===== config.mk =====
export PLATFORM = sky130hd
export DESIGN_NAME = digit_serial_mult_ctrl
export DESIGN_NICKNAME = d
export VERILOG_FILES = /design/src/rtl/digit_serial_mult_ctrl_pkg.sv /design/src/rtl/two_bit_multiplier.sv /design/src/rtl/digit_serial_mult_ctrl.sv
export SDC_FILE = /design/constraint.sdc
export NUM_CORES = 1
export LEC_CHECK = 0
export BUFFER_PORTS_ARGS = -buffer_cell sky130_fd_sc_hd__buf_4
export CAP_MARGIN = 40
export CORE_MARGIN = 2
export CORE_UTILIZATION = 50
export DETAILED_ROUTE_END_ITERATION = 6
export PLACE_DENSITY = 0.74
export SLEW_MARGIN = 5
export SYNTH_ARGS = -nofsm -noshare
export SYNTH_HDL_FRONTEND = slang
export SYNTH_SLANG_ARGS = --single-unit

===== constraint.sdc =====
create_clock -name clk -period 3.92 [get_ports clk]
set_clock_uncertainty 0.05 [all_clocks]
set_input_delay 0.588 -clock clk [delete_from_list [all_inputs] [get_ports clk]]
set_output_delay 0.588 -clock clk [all_outputs]
set_load 0.005 [all_outputs]

===== src/rtl/digit_serial_mult_ctrl_pkg.sv =====
// Shared definitions for the digit-serial multiplier controller: digit width,
// FSM state encoding and the operand digit-count helper.
package digit_serial_mult_ctrl_pkg;

   localparam int DIGIT_W = 2;

   typedef enum logic [1:0] {
      IDLE = 2'd0,
      RUN  = 2'd1,
      DONE = 2'd2
   } state_t;

   function automatic int digit_count(input int width);
      return width / DIGIT_W;
   endfunction

endpackage


===== src/rtl/two_bit_multiplier.sv =====
// Combinational 2x2 unsigned multiplier; the shared arithmetic element that the
// digit-serial controller time-multiplexes over all digit pairs.
module two_bit_multiplier (
   input  logic [1:0] a,
   input  logic [1:0] b,
   output logic [3:0] p
);

   assign p = {2'b00, a} * {2'b00, b};

endmodule


===== src/rtl/digit_serial_mult_ctrl.sv =====
// Digit-serial WIDTH x WIDTH unsigned multiplier: one 2x2 multiply per clock over
// every digit pair, accumulated with shifts, behind valid/ready handshakes.
module digit_serial_mult_ctrl
   import digit_serial_mult_ctrl_pkg::*;
#(
   parameter int WIDTH = 8
) (
   input  logic               clk,
   input  logic               rst,
   input  logic               in_valid,
   output logic               in_ready,
   input  logic [WIDTH-1:0]   a,
   input  logic [WIDTH-1:0]   b,
   output logic               out_valid,
   input  logic               out_ready,
   output logic [2*WIDTH-1:0] product,
   output logic               busy
);

   localparam int D     = digit_count(WIDTH);
   localparam int IDX_W = (D > 1) ? $clog2(D) : 1;
   localparam int PW    = 2 * WIDTH;
   localparam logic [IDX_W-1:0] LAST_IDX = IDX_W'(D - 1);

   state_t               state, state_nxt;
   logic [WIDTH-1:0]     a_q, b_q;
   logic [IDX_W-1:0]     i_q, j_q;
   logic [PW-1:0]        acc_q;
   logic [DIGIT_W-1:0]   a_dig, b_dig;
   logic [2*DIGIT_W-1:0] pp;
   logic [PW-1:0]        pp_shifted;
   logic                 last_pair;
   logic                 accept;

   assign a_dig      = a_q[DIGIT_W*int'(i_q) +: DIGIT_W];
   assign b_dig      = b_q[DIGIT_W*int'(j_q) +: DIGIT_W];
   assign pp_shifted = PW'(pp) << (DIGIT_W * (int'(i_q) + int'(j_q)));
   assign last_pair  = (i_q == LAST_IDX) && (j_q == LAST_IDX);
   assign accept     = in_valid && in_ready;
   assign product    = acc_q;

   two_bit_multiplier u_mult (
      .a (a_dig),
      .b (b_dig),
      .p (pp)
   );

   // NOTE: sequential state uses non-blocking assignments so every register
   // samples pre-edge values, independent of process ordering.
   always_ff @(posedge clk) begin
      if (rst) state <= IDLE;
      else     state <= state_nxt;
   end

   // NOTE: every combinational output gets a default first, so no path leaves
   // a signal unassigned and a latch cannot be inferred.
   always_comb begin
      state_nxt = state;
      unique case (state)
         IDLE:    if (in_valid)  state_nxt = RUN;
         RUN:     if (last_pair) state_nxt = DONE;
         DONE:    if (out_ready) state_nxt = IDLE;
         default: state_nxt = IDLE;
      endcase
   end

   always_comb begin
      in_ready  = 1'b0;
      out_valid = 1'b0;
      busy      = 1'b0;
      unique case (state)
         IDLE: in_ready = 1'b1;
         RUN:  busy     = 1'b1;
         DONE: begin
            out_valid = 1'b1;
            busy      = 1'b1;
         end
         default: ;
      endcase
   end

   // NOTE: the operand copies and indices are cleared on reset as well, so a
   // reset mid-run leaves no stale digits and product reads zero afterwards.
   always_ff @(posedge clk) begin
      if (rst) begin
         a_q   <= '0;
         b_q   <= '0;
         i_q   <= '0;
         j_q   <= '0;
         acc_q <= '0;
      end else if (accept) begin
         a_q   <= a;
         b_q   <= b;
         i_q   <= '0;
         j_q   <= '0;
         acc_q <= '0;
      end else if (state == RUN) begin
         acc_q <= acc_q + pp_shifted;
         // j is the inner index; i advances when j wraps, and both wrap to 0
         // after the final pair so DONE sees a clean index state.
         if (j_q == LAST_IDX) begin
            j_q <= '0;
            i_q <= (i_q == LAST_IDX) ? '0 : i_q + 1'b1;
         end else begin
            j_q <= j_q + 1'b1;
         end
      end
   end

endmodule


* Word level (Yosys, flattened, before mapping)
Index checks and enable logic that the tools add are counted.
W data, S select, Z words.
** Storage, ports and cells
- Register bits after elaboration :: 38
- Bits of input ports :: 20
- Word-level logic and storage cells :: 37
** Cells by class
- Add/subtract/negate cells :: 4
- Multipliers :: 1
- Eq/ne operators :: 7
- Shift operators :: 3
- Mux-type cells :: 9
- Reductions and logical operators :: 7
** Operators by type and width (count)
- $add A16 B16 Y16 :: 1
- $shiftx A8 B4 Y2 :: 2
- $shl A4 B4 Y16 :: 1
- $mux W2 :: 5
- $eq A2 B2 Y1 const B :: 3
- $ne A2 B2 Y1 const B :: 3
- $pmux W2 S3 :: 1
- $add A2 B1 Y2 const B :: 2
- $mul A2 B2 Y4 :: 1
- $reduce_or A2 Y1 :: 2
- $add A2 B2 Y3 :: 1
- $mux W1 :: 3
- $reduce_and A3 Y1 :: 1
- $eq A2 B1 Y1 const B :: 1
- $logic_and A1 B1 Y1 :: 2
- $logic_not A2 Y1 :: 1
- $reduce_and A2 Y1 :: 1

* Depth between registers and ports, before layout
Gate-level depths: netlist of run 1.
- Depth after elaboration :: 4
- Gate-level depth with buffers :: 15
- Depth with buffers taken out :: 14

* By module
From an unflattened synthesis of run 1, not the netlist that was laid out.
** Unflattened totals
- Cells, all modules :: 308
- Area total of the unflattened synthesis :: 2547.4 um^2
** By module, submodules not included
- digit_serial_mult_ctrl :: times used 1, cells each 302, area an instance 2497.4 um^2
- two_bit_multiplier :: times used 1, cells each 6, area an instance 50.0 um^2

* Worst setup path after synthesis of run 1
Ideal clock, no wire load.
- Path kind :: register -> register
- Start :: reg i_q[0]
- End :: reg acc_q[14], in the netlist product[14]
- Library setup time :: 62 ps
- Data arrival time :: 3642 ps
- Slack :: 166 ps
- Cell stages (with the launch flop) :: 15
- Buffers on the path :: 0
- Period minus slack after synthesis :: 3754 ps
- Cell sequence :: dfxtp_1 -> mux4_2 -> and2_1 -> ha_1 -> ha_1 -> nor2b_1 -> a31oi_1 -> nor2_1 -> ha_1 -> nor2b_4 -> o211ai_4 -> a31oi_4 -> a2111o_1 -> a2111o_1 -> nand3_1
** On the way
- Longest elaborated chain between the ends :: 4
** RTL lines
- start, declared :: RTL line digit_serial_mult_ctrl.sv:27 : logic [IDX_W-1:0] i_q, j_q;
- start signal, assigned :: RTL line digit_serial_mult_ctrl.sv:103 : i_q <= (i_q == LAST_IDX) ? '0 : i_q + 1'b1;
- $shiftx A8 B4 Y2 :: RTL line digit_serial_mult_ctrl.sv:35 : assign a_dig = a_q[DIGIT_W*int'(i_q) +: DIGIT_W];
- $mul A2 B2 Y4 :: RTL line two_bit_multiplier.sv:9 : assign p = {2'b00, a} * {2'b00, b};
- $shl A4 B4 Y16 * :: RTL line digit_serial_mult_ctrl.sv:37 : assign pp_shifted = PW'(pp) << (DIGIT_W * (int'(i_q) + int'(j_q)));
- $add A16 B16 Y16 * :: RTL line digit_serial_mult_ctrl.sv:98 : acc_q <= acc_q + pp_shifted;
- end signal, assigned :: RTL line digit_serial_mult_ctrl.sv:98
- end, declared :: RTL line digit_serial_mult_ctrl.sv:28 : logic [PW-1:0] acc_q;
Mark *: on every way between the ends. The rest lies on a longest branch, timed or not.
A chain may end at the register's enable or synchronous reset.

* Worst setup path in the final report of run 1
Same ends and word-level chain as after synthesis.

==> results of run 1 <==
worst min-delay path, stage by stage (launching register included):
cell,delay (ns)
dfxtp_1,0.31
nand2_1,0.05
a21oi_1,0.05
registers in the layout (all words and copies together) (netlist names):
register and flops:
a_q 8, b_q 8, state 2, product 16, i_q 2, j_q 2
timing repair:
item | 4_1_cts | 5_1_grt
resized for setup | 0 | 3
setup endpoints to repair | 0 | 6
hold buffers | 0 | 0
setup buffers | 0 | 1
area by class of cell:
cell class                 count  area, um^2  share of cell area
sequential                    38       765.7              0.2482
timing repair buffer          44       330.3              0.1071
clock buffer                   6       72.57             0.02352
clock inverter                 2       37.54             0.01217
multi-input combinational    261        1743              0.5649
inverter                      13       48.80             0.01582
tap                           70       87.58             0.02839
cells by family (layout without fill, tap and decap cells):
family,Yosys count,after routing
adder cells (fa/ha/maj),26,26
flip-flops,38,38
multiplexers,14,14
XOR/XNOR,5,5
AO/OA/AOI/OAI,77,77
AND/OR/NAND/NOR,139,139
buffers and inverters,29,65
power breakdown:
part | total, mW | internal, mW | switching (mW)
clock | 0.338 | 0.190 | 0.148
combinational | 0.429 | 0.184 | 0.244
sequential | 0.462 | 0.432 | 0.0302
cell usage in the layout (no fill, tap or decap), types with 7 or more instances in the layout:
master    synthesis  final
a21oi_1          37     37
buf_4             0     44
dfxtp_1          38     36
ha_1             24     24
inv_1            13     13
mux2i_1          10     10
nand2_1          50     50
nand3_1          11     11
nand3b_1          7      7
nor2_1           32     32
o21ai_0          10     10
synthesized netlist by cell type (4+ instances only):
| library cell | number |
|---|---|
| a21oi_1 | 37 |
| ha_1 | 24 |
| nand3_1 | 11 |
| nor2_1 | 32 |
| nand3b_1 | 7 |
| nand2_1 | 50 |
| clkbuf_1 | 15 |
| xnor2_1 | 4 |
| nor3_1 | 4 |
| a31oi_1 | 6 |
| dfxtp_1 | 38 |
| mux2i_1 | 10 |
| nor3b_1 | 6 |
| o21ai_0 | 10 |
| and2_1 | 4 |
| nor2b_1 | 6 |
| mux4_2 | 4 |
| and3_1 | 4 |
| nand2b_1 | 6 |
| inv_1 | 13 |
through the flow:
step,cell area [um^2],power (mW),setup WS [ns]
3_3_place_gp,2963,0.8923,0.1753
3_5_place_dp,2963,0.9037,0.05512
5_1_grt,3085,1.315,0.01857
4_1_cts,3073,1.239,0.02868
2_1_floorplan,2613,0.7805,0.1662
6_report,3085,1.228,0.1515
final timing paths:
check	endpoint	cells past startpoint	slack, ns	start
setup / recovery	product[14]	14	0.15	i_q[0]
hold / removal	a_q[2]	2	0.41	a_q[2]
setup reg to reg	product[14]	14	0.15	i_q[0]
hold reg to reg	a_q[2]	2	0.41	a_q[2]
metal layers:
metal | vias to the layer above | share of wire | GRT usage
li1 | 1223 | - | -
met1 | 1064 | 0.46 | 0.2502
met2 | 48 | 0.49 | 0.3655
met3 | 6 | 0.035 | 0.02962
met4 | 0 | 0.011 | 0.07091
met5 | - | 0 | 0
==> results_dict.tcl, run 1 <==
set metrics [dict create \
    outcome "complete, no violations" \
    cp_top_family "compound AO/OA/AOI/OAI gates" \
    synth_fp_nets 374 \
    async_flop_share 0 \
    rows 26 \
    setup_tns_ns 0 \
    dieArea_um2 5819 \
    cts_buffer_depth 2 \
    drive_above_1_share 0.1703 \
    synth-main-ff-cell "dfxtp_1" \
    cp_slowest_cell "mux4_2" \
    antenna_cells 0 \
    core_um2 5075 \
    finalCritPeriodShare 0.9614 \
    cp_data_arrival_time_ns 3.95 \
    synth_top_family_by_area "simple AND/OR/NAND/NOR gates" \
    crit_path_start_kind "flip-flop" \
    yosysSeqAreaShare 0.2912 \
    peakVddDrop_v 0.0002790 \
    worst_pin_slew_ns 0.7826 \
    nets 409 \
    max_freq_mhz 265.4 \
    start_util 0.5148 \
    whs_ns 0.4084 \
    critPathMaxStageDelay_ns 0.52 \
    maxCapViolations 0 \
    slew_viol_final 0 \
    clk_latency_ns 0.29 \
    drc_errors 0 \
    grtUsageTotal 0.2044 \
    synth_simple_gate_area_share 0.2581 \
    yosys_warnings 0 \
    synth-compound-area-share 0.1892 \
    clock_sinks 38 \
    endpoint_kind "flip-flop" \
    drtIter0Drc 105 \
    die_h_um 76.29 \
    gp_congestion 0.9068 \
    via_per_inst 5.394 \
    post_drt_wl_per_cell_um 13.07 \
    crit_buf_inv 0 \
    crit_top_cell "ha_1" \
    grt_pass1_wl_um 9929 \
    yosys.area.top_type "dfxtp_1" \
    numCtsBuffers 5 \
    synth_edf_count 0 \
    grt_pass1_vias 2286 \
    synth_cell_type_count 43 \
    cts_root_buf "clkbuf_8" \
    grt.overflow.total 0 \
    cts_tree "built" \
    fillers 493 \
    drt_first_pass_iters 4 \
    leakagePower_nw 1.274 \
    chipWidth_um 76.29 \
    cp_max_fo 6 \
    synth-xor-area-share 0.01676 \
    worstPathRequired_ns 4.10 \
    critPathKind "reg -> reg" \
    vias 2341 \
    routed_wl_um 5674 \
    ys_top_cells_by_area "dfxtp_1 (29%), ha_1 (11%), nand2_1 (7.2%)" \
    synth-adder-area-share 0.1303 \
    port_buffers 38 \
    ys_seq_elements 38 \
    avgSynthCellArea_um2 7.965 \
    hold_viol 0 \
    htree_num_levels 2 \
    worstPathCellList "mux4_2 -> and2_1 -> ha_1 -> ha_1 -> nor2b_1 -> a31oi_1 -> nor2_1 -> ha_1 -> nor2b_4 -> o211ai_4 -> a31oi_4 -> a2111o_1 -> a2111o_1 -> nand3_1" \
    detail-route-antenna-nets 0 \
    cts.clk_slew.worst_paths_ns 0.08 \
    antenna_found_initial 0 \
    power_density_nw_per_um2 398.1 \
    rsz0062_at_grt "false" \
    synth_mux_area_frac 0.07280 \
    finalSetupViolCount 0 \
    syn2layout_area_growth_pct 18.10 \
    hpwl_um 4326 \
    dpl.cell_count 425 \
    finalNonFillerCells 434 \
    syn_inst 328 \
    post-route-min-period_ns 3.769 \
    io_pins 39 \
    worstHoldPathType "reg -> reg" \
    syn_area_um2 2613 \
    postLayoutCoreUtil 0.6080 \
    yosys.area.top_type_share 0.2912 \
    grt_max_degree 27 \
    relSlewSlack 0.4782 \
]
Power figures use the tool's default switching activity.
==> run 2: changes to the inputs <==
--- a/config.mk
+++ b/config.mk
@@ -10,6 +10,7 @@
 export CORE_MARGIN = 2
 export CORE_UTILIZATION = 50
 export DETAILED_ROUTE_END_ITERATION = 6
+export MAX_ROUTING_LAYER = met4
 export PLACE_DENSITY = 0.74
 export SLEW_MARGIN = 5
 export SYNTH_ARGS = -nofsm -noshare
==> results_dict.tcl, run 2 (synthesis gave the netlist of run 1 again) <==
set metrics [dict create \
    routed_wl_um 5658 \
    crit_top_cell "ha_1" \
    grtUsageTotal 0.2102 \
    dpl.cell_count 425 \
    worstPathRequired_ns 4.10 \
    use_met1 0.2502 \
    finalNonFillerCells 434 \
    drive_above_1_share 0.1703 \
    cp_slowest_cell "mux4_2" \
    crit_path_start_kind "flip-flop" \
    antenna_cells 0 \
    cp_max_fo 6 \
    post-route-min-period_ns 3.767 \
    detail-route-antenna-nets 0 \
    dieArea_um2 5819 \
    slew_viol_final 0 \
    htree_num_levels 2 \
    clk_latency_ns 0.29 \
    drtIter0Drc 99 \
    p_clk_frac 0.272 \
    port_buffers 38 \
    cts.clk_slew.worst_paths_ns 0.08 \
    grt_pass1_wl_um 9922 \
    reg2reg_depth 14 \
    clock_sinks 38 \
    swShare 0.3421 \
    endpoint_kind "flip-flop" \
    cts_buffer_depth 2 \
    power.switching_mw 0.4192 \
    grt_pass1_vias 2285 \
    grt_max_degree 27 \
    final_common_cell "nand2_1" \
    min_path_cells 2 \
    rsz0062_at_grt "false" \
    p_int_mw 0.8063 \
    grt-busiest-layer "met2" \
    die_h_um 76.29 \
    syn2layout_area_growth_pct 18.10 \
    r2r_slack_ns 0.15 \
    start_util 0.5148 \
    cp_data_arrival_time_ns 3.95 \
    final_cell_mix "nand2_1 (50), buf_4 (44), a21oi_1 (37), dfxtp_1 (36), nor2_1 (32)" \
    vias 2355 \
    numCtsBuffers 5 \
    combinationalPowerShare 0.350 \
    max_freq_mhz 265.5 \
    setup_tns_ns 0 \
    peakVddDrop_v 0.0002788 \
    io_pins 39 \
    power_frac_seq 0.377 \
    drt_first_pass_iters 4 \
    worstHoldPathType "reg -> reg" \
    use_met2 0.3655 \
    cts_tree "built" \
    rows 26 \
    maxCapViolations 0 \
    r2r-end "product[14]" \
    finalCritPeriodShare 0.9610 \
    critPathMaxStageDelay_ns 0.52 \
    endpoint "product[14]" \
    largest_reg_flops 16 \
    hold_viol 0 \
    grt_use_met3 0.02962 \
    drc_errors 0 \
    worstPathCellList "mux4_2 -> and2_1 -> ha_1 -> ha_1 -> nor2b_1 -> a31oi_1 -> nor2_1 -> ha_1 -> nor2b_4 -> o211ai_4 -> a31oi_4 -> a2111o_1 -> a2111o_1 -> nand3_1" \
    nets 409 \
    outcome "complete, no violations" \
    via_per_inst 5.426 \
    power_density_nw_per_um2 397.2 \
    cts_root_buf "clkbuf_8" \
    core_um2 5075 \
    leakagePower_nw 1.274 \
    hpwl_um 4326 \
    cp-startpoint "i_q[0]" \
    gp_congestion 0.9224 \
    post_drt_wl_per_cell_um 13.04 \
    grt.overflow.total 0 \
    finalSetupViolCount 0 \
    worst_pin_slew_ns 0.7845 \
    reg2reg_from "i_q[0]" \
    relSlewSlack 0.4770 \
    critPathKind "reg -> reg" \
    chipWidth_um 76.29 \
    antenna_found_initial 0 \
]
-- run 2: cell counts in the layout (fill, tap and decap cells not counted) --
No cell type changed its count.
-- run 2: worst min-delay path by stage --
stage,startpoint,end,slack (ns)
after floorplan,a_q[4],a_q[4],0.38
after global placement,a_q[3],a_q[3],0.40
after detailed placement,a_q[2],a_q[2],0.40
after CTS,a_q[2],a_q[2],0.41
after global routing,a_q[2],a_q[2],0.43
final,a_q[2],a_q[2],0.41
-- run 2: repair_timing --
item,in CTS,in global routing
gates resized for setup,0,3
hold buffers,0,0
buffers inserted,0,1
setup endpoints to repair,0,6
-- run 2: metrics by stage --
stage / hold WS, ns / instance area, um^2 / utilization / power [mW] / setup WS [ns]
2_1_floorplan: 0.3831 / 2613 / - / 0.7805 / 0.1662
3_3_place_gp: 0.3967 / 2963 / 0.5838 / 0.8923 / 0.1753
3_5_place_dp: 0.4006 / 2963 / 0.5838 / 0.9037 / 0.05512
4_1_cts: 0.4114 / 3073 / 0.6055 / 1.239 / 0.02868
5_1_grt: 0.4277 / 3085 / 0.6080 / 1.315 / 0.01858
6_report: 0.4080 / 3085 / 0.6080 / 1.225 / 0.1530
-- run 2: area by class of cell --
class | instances | area [um^2]
clock buffers | 6 | 72.57
well taps | 70 | 87.58
flip-flops and latches | 38 | 765.7
inverters | 13 | 48.80
multi-input cells | 261 | 1743
repair buffers | 44 | 330.3
clock inverters | 2 | 37.54
fillers | 493 | 1989
-- run 2: power groups by stage --
stage                     Clock (mW)  Sequential [mW]  Combinational [mW]
after global placement             0            0.471               0.422
after detailed placement           0            0.472               0.432
after CTS                      0.343            0.463               0.433
after global routing           0.353            0.469               0.492
final                          0.334            0.462               0.429
after floorplan                    0            0.464               0.316
-- run 2: layer usage --
layer  share of wire  wire, um
met2            0.50      2801
met5               0         0
met4           0.011        64
met3           0.040       225
met1            0.45      2567
-- run 2: critical path: cells and delay by family, from the launching register on --
kind / cells / cell delay (ns)
adders and majority gates: 3 / 0.82
AOI/OAI and AO/OA: 5 / 1.31
and+or+nand+nor: 5 / 0.60
muxes: 1 / 0.52
DFF: 1 / 0.39
